**config.mk**
```make
export PLATFORM = sky130hd
export DESIGN_NAME = tdm_demux_flat
export DESIGN_NICKNAME = d
export VERILOG_FILES = /design/src/rtl/tdm_pkg.sv /design/src/rtl/tdm_demux_if.sv /design/src/rtl/tdm_chan_sr.sv /design/src/rtl/tdm_demux.sv /design/src/flat_wrapper.sv
export SDC_FILE = /design/constraint.sdc
export NUM_CORES = 1
export LEC_CHECK = 0
export BUFFER_PORTS_ARGS = -buffer_cell sky130_fd_sc_hd__buf_2
export CORE_UTILIZATION = 40
export DETAILED_ROUTE_END_ITERATION = 7
export PLACE_DENSITY = 0.7
export SLEW_MARGIN = 25
export SYNTH_ARGS = -nofsm -noshare
export SYNTH_HDL_FRONTEND = slang
export SYNTH_SLANG_ARGS = --single-unit
export TNS_END_PERCENT = 100
```
**constraint.sdc**
```tcl
create_clock -name clk -period 4 [get_ports clk]
set_input_delay 0.2 -clock clk [delete_from_list [all_inputs] [get_ports clk]]
set_output_delay 0.2 -clock clk [all_outputs]
set_load 0.02 [all_outputs]
```
**src/rtl/tdm_pkg.sv**
```systemverilog
// rtl/tdm_pkg.sv - shared defaults, FSM state encoding and width helper for tdm_demux
package tdm_pkg;

    localparam int NCH_DEFAULT = 4;
    localparam int W_DEFAULT   = 8;

    localparam logic [0:0] STATE_HUNT = 1'b0;
    localparam logic [0:0] STATE_RUN  = 1'b1;

    // Never returns less than 1 so that counter vectors stay legal for tiny parameters.
    function automatic int tdm_clog2(input int n);
        return (n <= 2) ? 1 : $clog2(n);
    endfunction

endpackage

```
**src/rtl/tdm_demux_if.sv**
```systemverilog
// rtl/tdm_demux_if.sv - serial-in / parallel-out bundle between frame source and tdm_demux
interface tdm_demux_if #(
    parameter int NCH = 4,
    parameter int W   = 8
) ();
    logic             in_valid;
    logic             in_bit;
    logic             in_sync;
    logic [NCH*W-1:0] out_data;
    logic             out_valid;
    logic             sync_err;

    modport master (
        output in_valid, in_bit, in_sync,
        input  out_data, out_valid, sync_err
    );

    modport slave (
        input  in_valid, in_bit, in_sync,
        output out_data, out_valid, sync_err
    );
endinterface

```
**src/rtl/tdm_chan_sr.sv**
```systemverilog
// rtl/tdm_chan_sr.sv - one channel's MSB-first W-bit shift register with shift enable
module tdm_chan_sr #(
    parameter int W = 8
) (
    input  logic         clk,
    input  logic         rst_n,
    input  logic         shift_en_i,
    input  logic         bit_i,
    output logic [W-1:0] sr_o
);
    logic [W-1:0] sr_q;
    logic [W-1:0] sr_d;

    always_comb begin
        sr_d = sr_q;
        if (shift_en_i) begin
            sr_d = {sr_q[W-2:0], bit_i};
        end
    end

    always_ff @(posedge clk or negedge rst_n) begin
        if (!rst_n) begin
            sr_q <= '0;
        end else begin
            sr_q <= sr_d;
        end
    end

    assign sr_o = sr_q;
endmodule

```
**src/rtl/tdm_demux.sv**
```systemverilog
// rtl/tdm_demux.sv - bit-interleaved TDM demultiplexer; sync checking under TDM_DEMUX_SYNC_CHECK_EN
module tdm_demux
    import tdm_pkg::*;
#(
    parameter int NCH = NCH_DEFAULT,
    parameter int W   = W_DEFAULT
) (
    input  logic      clk,
    input  logic      rst_n,
    tdm_demux_if.slave bus
);
    localparam int CW = tdm_clog2(NCH);
    localparam int BW = tdm_clog2(W);
    localparam logic [CW-1:0] CH_LAST  = CW'(NCH - 1);
    localparam logic [BW-1:0] BIT_LAST = BW'(W - 1);

    logic [0:0]       state_q, state_d;
    logic [CW-1:0]    ch_idx_q, ch_idx_d;
    logic [BW-1:0]    bit_cnt_q, bit_cnt_d;
    logic [NCH*W-1:0] out_data_q, out_data_d;
    logic             out_valid_q, out_valid_d;
    logic             sync_err_q, sync_err_d;

    logic             take;
    logic             done;
    logic [CW-1:0]    eff_ch;
    logic [BW-1:0]    eff_bit;
    logic [NCH-1:0]   shift_en;
    logic [W-1:0]     sr [NCH];
    logic [NCH*W-1:0] frame_word;

    // A sync bit always restarts the frame, so it is placed as if counters were zero.
    always_comb begin
        take    = bus.in_valid && ((state_q == STATE_RUN) || bus.in_sync);
        eff_ch  = bus.in_sync ? '0 : ch_idx_q;
        eff_bit = bus.in_sync ? '0 : bit_cnt_q;
        done    = take && (eff_ch == CH_LAST) && (eff_bit == BIT_LAST);
    end

    always_comb begin
        shift_en = '0;
        for (int c = 0; c < NCH; c++) begin
            shift_en[c] = take && (eff_ch == CW'(c));
        end
    end

    for (genvar c = 0; c < NCH; c++) begin : g_chan
        tdm_chan_sr #(.W(W)) u_sr (
            .clk       (clk),
            .rst_n     (rst_n),
            .shift_en_i(shift_en[c]),
            .bit_i     (bus.in_bit),
            .sr_o      (sr[c])
        );
    end

    // The last channel's register has not yet absorbed the final bit at completion.
    always_comb begin
        frame_word = '0;
        for (int c = 0; c < NCH - 1; c++) begin
            frame_word[W*c +: W] = sr[c];
        end
        frame_word[W*(NCH-1) +: W] = {sr[NCH-1][W-2:0], bus.in_bit};
    end

    always_comb begin
        state_d     = state_q;
        ch_idx_d    = ch_idx_q;
        bit_cnt_d   = bit_cnt_q;
        out_data_d  = out_data_q;
        out_valid_d = 1'b0;
        if (take) begin
            state_d = STATE_RUN;
            if (eff_ch == CH_LAST) begin
                ch_idx_d  = '0;
                bit_cnt_d = (eff_bit == BIT_LAST) ? '0 : eff_bit + BW'(1);
            end else begin
                ch_idx_d  = eff_ch + CW'(1);
                bit_cnt_d = eff_bit;
            end
        end
        if (done) begin
            out_data_d  = frame_word;
            out_valid_d = 1'b1;
        end
    end

`ifdef TDM_DEMUX_SYNC_CHECK_EN
    logic framed_q, framed_d;
    logic at_boundary;

    // framed_q remembers whether the frame now in progress was opened by a sync bit.
    always_comb begin
        at_boundary = (ch_idx_q == '0) && (bit_cnt_q == '0);
        sync_err_d  = bus.in_valid && (state_q == STATE_RUN) &&
                      ((bus.in_sync && !at_boundary) ||
                       (!bus.in_sync && at_boundary && framed_q));
        framed_d    = framed_q;
        if (take && (eff_ch == '0) && (eff_bit == '0)) begin
            framed_d = bus.in_sync;
        end
    end

    always_ff @(posedge clk or negedge rst_n) begin
        if (!rst_n) begin
            framed_q <= 1'b0;
        end else begin
            framed_q <= framed_d;
        end
    end
`else
    assign sync_err_d = 1'b0;
`endif

    always_ff @(posedge clk or negedge rst_n) begin
        if (!rst_n) begin
            state_q     <= STATE_HUNT;
            ch_idx_q    <= '0;
            bit_cnt_q   <= '0;
            out_data_q  <= '0;
            out_valid_q <= 1'b0;
            sync_err_q  <= 1'b0;
        end else begin
            state_q     <= state_d;
            ch_idx_q    <= ch_idx_d;
            bit_cnt_q   <= bit_cnt_d;
            out_data_q  <= out_data_d;
            out_valid_q <= out_valid_d;
            sync_err_q  <= sync_err_d;
        end
    end

    assign bus.out_data  = out_data_q;
    assign bus.out_valid = out_valid_q;
    assign bus.sync_err  = sync_err_q;
endmodule

```
**src/flat_wrapper.sv**
```systemverilog
// flat-port wrapper written by rule: the top's interface ports become plain ports
module tdm_demux_flat import tdm_pkg::*;
#(
    parameter int NCH = NCH_DEFAULT,
    parameter int W   = W_DEFAULT
)
  (clk, rst_n, bus_in_valid, bus_in_bit, bus_in_sync, bus_out_data, bus_out_valid, bus_sync_err);
  tdm_demux_if #(.NCH(NCH), .W(W)) bus_i ();
  input  logic clk;
  input  logic rst_n;
  input wire logic [$bits(bus_i.in_valid)-1:0] bus_in_valid;
  input wire logic [$bits(bus_i.in_bit)-1:0] bus_in_bit;
  input wire logic [$bits(bus_i.in_sync)-1:0] bus_in_sync;
  output wire logic [$bits(bus_i.out_data)-1:0] bus_out_data;
  output wire logic [$bits(bus_i.out_valid)-1:0] bus_out_valid;
  output wire logic [$bits(bus_i.sync_err)-1:0] bus_sync_err;
  assign bus_i.in_valid = bus_in_valid;
  assign bus_i.in_bit = bus_in_bit;
  assign bus_i.in_sync = bus_in_sync;
  assign bus_out_data = bus_i.out_data;
  assign bus_out_valid = bus_i.out_valid;
  assign bus_sync_err = bus_i.sync_err;
  tdm_demux #(.NCH(NCH), .W(W)) u_core (.clk(clk), .rst_n(rst_n), .bus(bus_i));
endmodule
```
==> impl_metrics.env <==
export IMPL_status="complete, no violations"
export IMPL_final_max_slew_viol_count=0
export IMPL_cts_inserted_buffers=9
export IMPL_rows=30
export IMPL_fp_dieH_um=85.3
export IMPL_grt_use_total=0.134
export IMPL_finClkSkew_ns=0.00653
export IMPL_hold_viol=0
export IMPL_first_iter_violations=62
export IMPL_tightest_slew_ns=0.955
export IMPL_intPower_mw=1.22
export IMPL_final_min_clock_period_ns=2.24
export IMPL_crit_top_cell="ha_1"
export IMPL_fp_dieArea_sq_um=7280
export IMPL_path_clk_slew_ns=0.07
export IMPL_fill_cells=599
export IMPL_regArea_sq_um=1750
export IMPL_power_leakage_nw=1.68
export IMPL_synth_seq_cells=70
export IMPL_criticalPathCategory="flop to flop"
export IMPL_ant_nets=0
export IMPL_slowest_delay_ns=0.73
export IMPL_place_area_sq_um=3020
export IMPL_firstDrtPassIters=4
export IMPL_fin_area_sq_um=3240
export IMPL_seq_area_frac_synth=0.631
export IMPL_ios=39
export IMPL_start_kind="flop"
export IMPL_setup_worst_path_end_class="flop"
export IMPL_rsz0062_at_grt="no"
export IMPL_clkLatencyLatePin_ns=0.34
export IMPL_path_cells="nor2b_1 > ha_1 > ha_1 > nand3_1 > nor2_4 > mux2_2"
export IMPL_finalPower_mw=1.63
export IMPL_yosys_warnings=0
export IMPL_start_util=0.411
export IMPL_vdd_ir_drop_worst_v=0.000222
export IMPL_synth_cells=173
export IMPL_overflow=0
export IMPL_p_sw_uw=408
export IMPL_synth_area_top_cells="dfrtp_1, mux2_2, nand2_1"
export IMPL_layout_area_overhead_vs_synth_pct=16.7
export IMPL_routed_wl_um=4190
export IMPL_netlist_area_sq_um=2780
export IMPL_fin_tns_setup_ns=0
export IMPL_cp_data_arrival_time_ns=2.47
export IMPL_htree_levels=3
export IMPL_grt_pass1_wl_um=7350
export IMPL_drive_above_1_share=0.547
export IMPL_vias_per_cell=4.96
export IMPL_cts_sink_count=70
export IMPL_gp_congestion=0.783
export IMPL_num_antenna_cells=0
export IMPL_avgSynthCellArea_sq_um=16.1
export IMPL_relSlewSlack=0.362
export IMPL_layout_common_cells="dfrtp_1, mux2_2, buf_2, nand2_1, clkbuf_8"
export IMPL_crit_slowest_cell="nor2_4"
export IMPL_worstPathRequired_ns=4.23
export IMPL_dp_hpwl_um=2740
export IMPL_cts_path_max_buffers=2
export IMPL_ys_types=26
export IMPL_wire_per_inst_um=13.8
export IMPL_nNetsFinal=226
export IMPL_grt_antenna_before_repair=0
export IMPL_grt_pass1_vias=1504
export IMPL_fp_dieW_um=85.3
export IMPL_p_comb_frac=0.099
export IMPL_cts_resized=0
export IMPL_cts_tree="done"
export IMPL_netlist_area_leader_share=0.631
export IMPL_core_sq_um=6760
export IMPL_cts_root_buf="clkbuf_8"
export IMPL_hp_class="input pin to flop"
export IMPL_finalCritPeriodShare=0.561
export IMPL_multi_input_area_sq_um=976
export IMPL_grt_start_max_net_pins=41
export IMPL_fmax_mhz=446
export IMPL_drv_cap=0
export IMPL_drc=0
export IMPL_final_common_cell="dfrtp_1"
export IMPL_worstPathMaxFanout=33
export IMPL_powerDensity_nw_per_um2=503
export IMPL_p_clk_frac=0.354
export IMPL_vias=1504
export IMPL_io_buffers=37
export IMPL_sw_frac_of_total=0.250
export IMPL_synth_top_area_cell="dfrtp_1"
export IMPL_synth_fp_nets=181
export IMPL_power_frac_seq=0.547
export IMPL_setup_viol=0
worst max-delay path, delay by kind of cell, from the launching register on:
family,cells,cell delay [ns]
DFF,1,0.35
and+or+nand+nor,3,1.02
adders and majority gates,2,0.31
muxes,1,0.42
power by group through the flow:
stage          Sequential, mW  Clock (mW)  Combinational, mW
2_1_floorplan           0.878           0              0.132
3_3_place_gp            0.902           0              0.156
3_5_place_dp            0.906           0              0.163
4_1_cts                 0.893       0.599              0.166
5_1_grt                 0.908       0.633              0.182
6_report                0.892       0.578              0.161
routing by layer:
layer | wire length (um) | global-route usage | vias to the layer above
li1 | - | - | 698
met1 | 1990 | 0.171 | 763
met2 | 1900 | 0.198 | 32
met3 | 195 | 0.0418 | 11
met4 | 102 | 0.0818 | 0
met5 | 0 | 0 | -
state kept, by name, indices dropped and copies added, names as in the netlist:
register	flops
u_core.bit_cnt_q	3
u_core.bus.out_data	32
u_core.bus.out_valid	1
u_core.ch_idx_q	2
u_core.g_chan.u_sr.sr_o	31
u_core.state_q	1
layout make-up:
type,count,area share
timing repair buffer,39,0.0625
multi-input combinational,97,0.301
inverter,1,0.00116
clock buffer,10,0.0425
tap,80,0.0309
sequential,70,0.541
clock inverter,6,0.0212
repair_timing:
action / 4_1_cts / 5_1_grt
hold buffers: 1 / 0
hold endpoints to repair: 30 / 0
buffers inserted: 0 / 0
final timing paths:
path                                                             end  slack (ns)  depth (start not counted)                           startpoint
setup reg to reg                 u_core.bus.out_data[20]$_DFFE_PN0P_        1.76                          6      u_core.bit_cnt_q[1]$_DFFE_PN0P_
hold / removal             u_core.g_chan[2].u_sr.sr_o[0]$_DFFE_PN0P_        0.18                          2                           bus_in_bit
hold reg to reg                  u_core.bus.out_data[11]$_DFFE_PN0P_        0.48                          1  u_core.bus.out_data[11]$_DFFE_PN0P_
setup / recovery                 u_core.bus.out_data[20]$_DFFE_PN0P_        1.76                          6      u_core.bit_cnt_q[1]$_DFFE_PN0P_
min in group asynchronous         u_core.bus.out_data[6]$_DFFE_PN0P_        0.44                          2                                rst_n
max in group asynchronous        u_core.bus.out_data[26]$_DFFE_PN0P_        2.62                          3                                rst_n
stage by stage:
stage	setup WS [ns]	cells	utilization	hold WS, ns
after floorplan	2.32	173	-	-0.0956
after global placement	1.76	286	0.448	0.285
after detailed placement	1.70	286	0.448	0.289
after CTS	1.73	303	0.480	0.163
after global routing	1.57	303	0.480	0.176
final	1.76	303	0.480	0.176
cells in the mapped netlist:
cell and number:
buf_4 1, or2b_1 1, dfrtp_1 70, nor2b_1 3
buf_2 1, buf_6 3, nand2b_1 1, o21a_1 1
ha_1 3, nand3_1 1, conb_1 1, inv_1 1
nand2b_4 1, nor2_4 1, o21ai_2 1, nor2_2 1
mux2_2 61, nand2_1 11, nor3b_4 1, a221o_1 2
nor4b_1 1, xnor2_1 1, nor3_4 1, nand3b_4 1
mux2_1 2, nor4_1 1
cell families (layout without fill, tap and decap cells):
logic type,count (synthesis),after routing,synth area share
flip-flops,70,70,0.631
multiplexers,63,63,0.255
AND/OR/NAND/NOR,25,25,0.0649
buffers and inverters,6,56,0.0180
AO/OA/AOI/OAI,4,4,0.0131
adder cells (fa/ha/maj),3,3,0.0135
other,1,1,0.00135
XOR/XNOR,1,1,0.00315
Note: power is estimated with default switching activity, not from simulation.
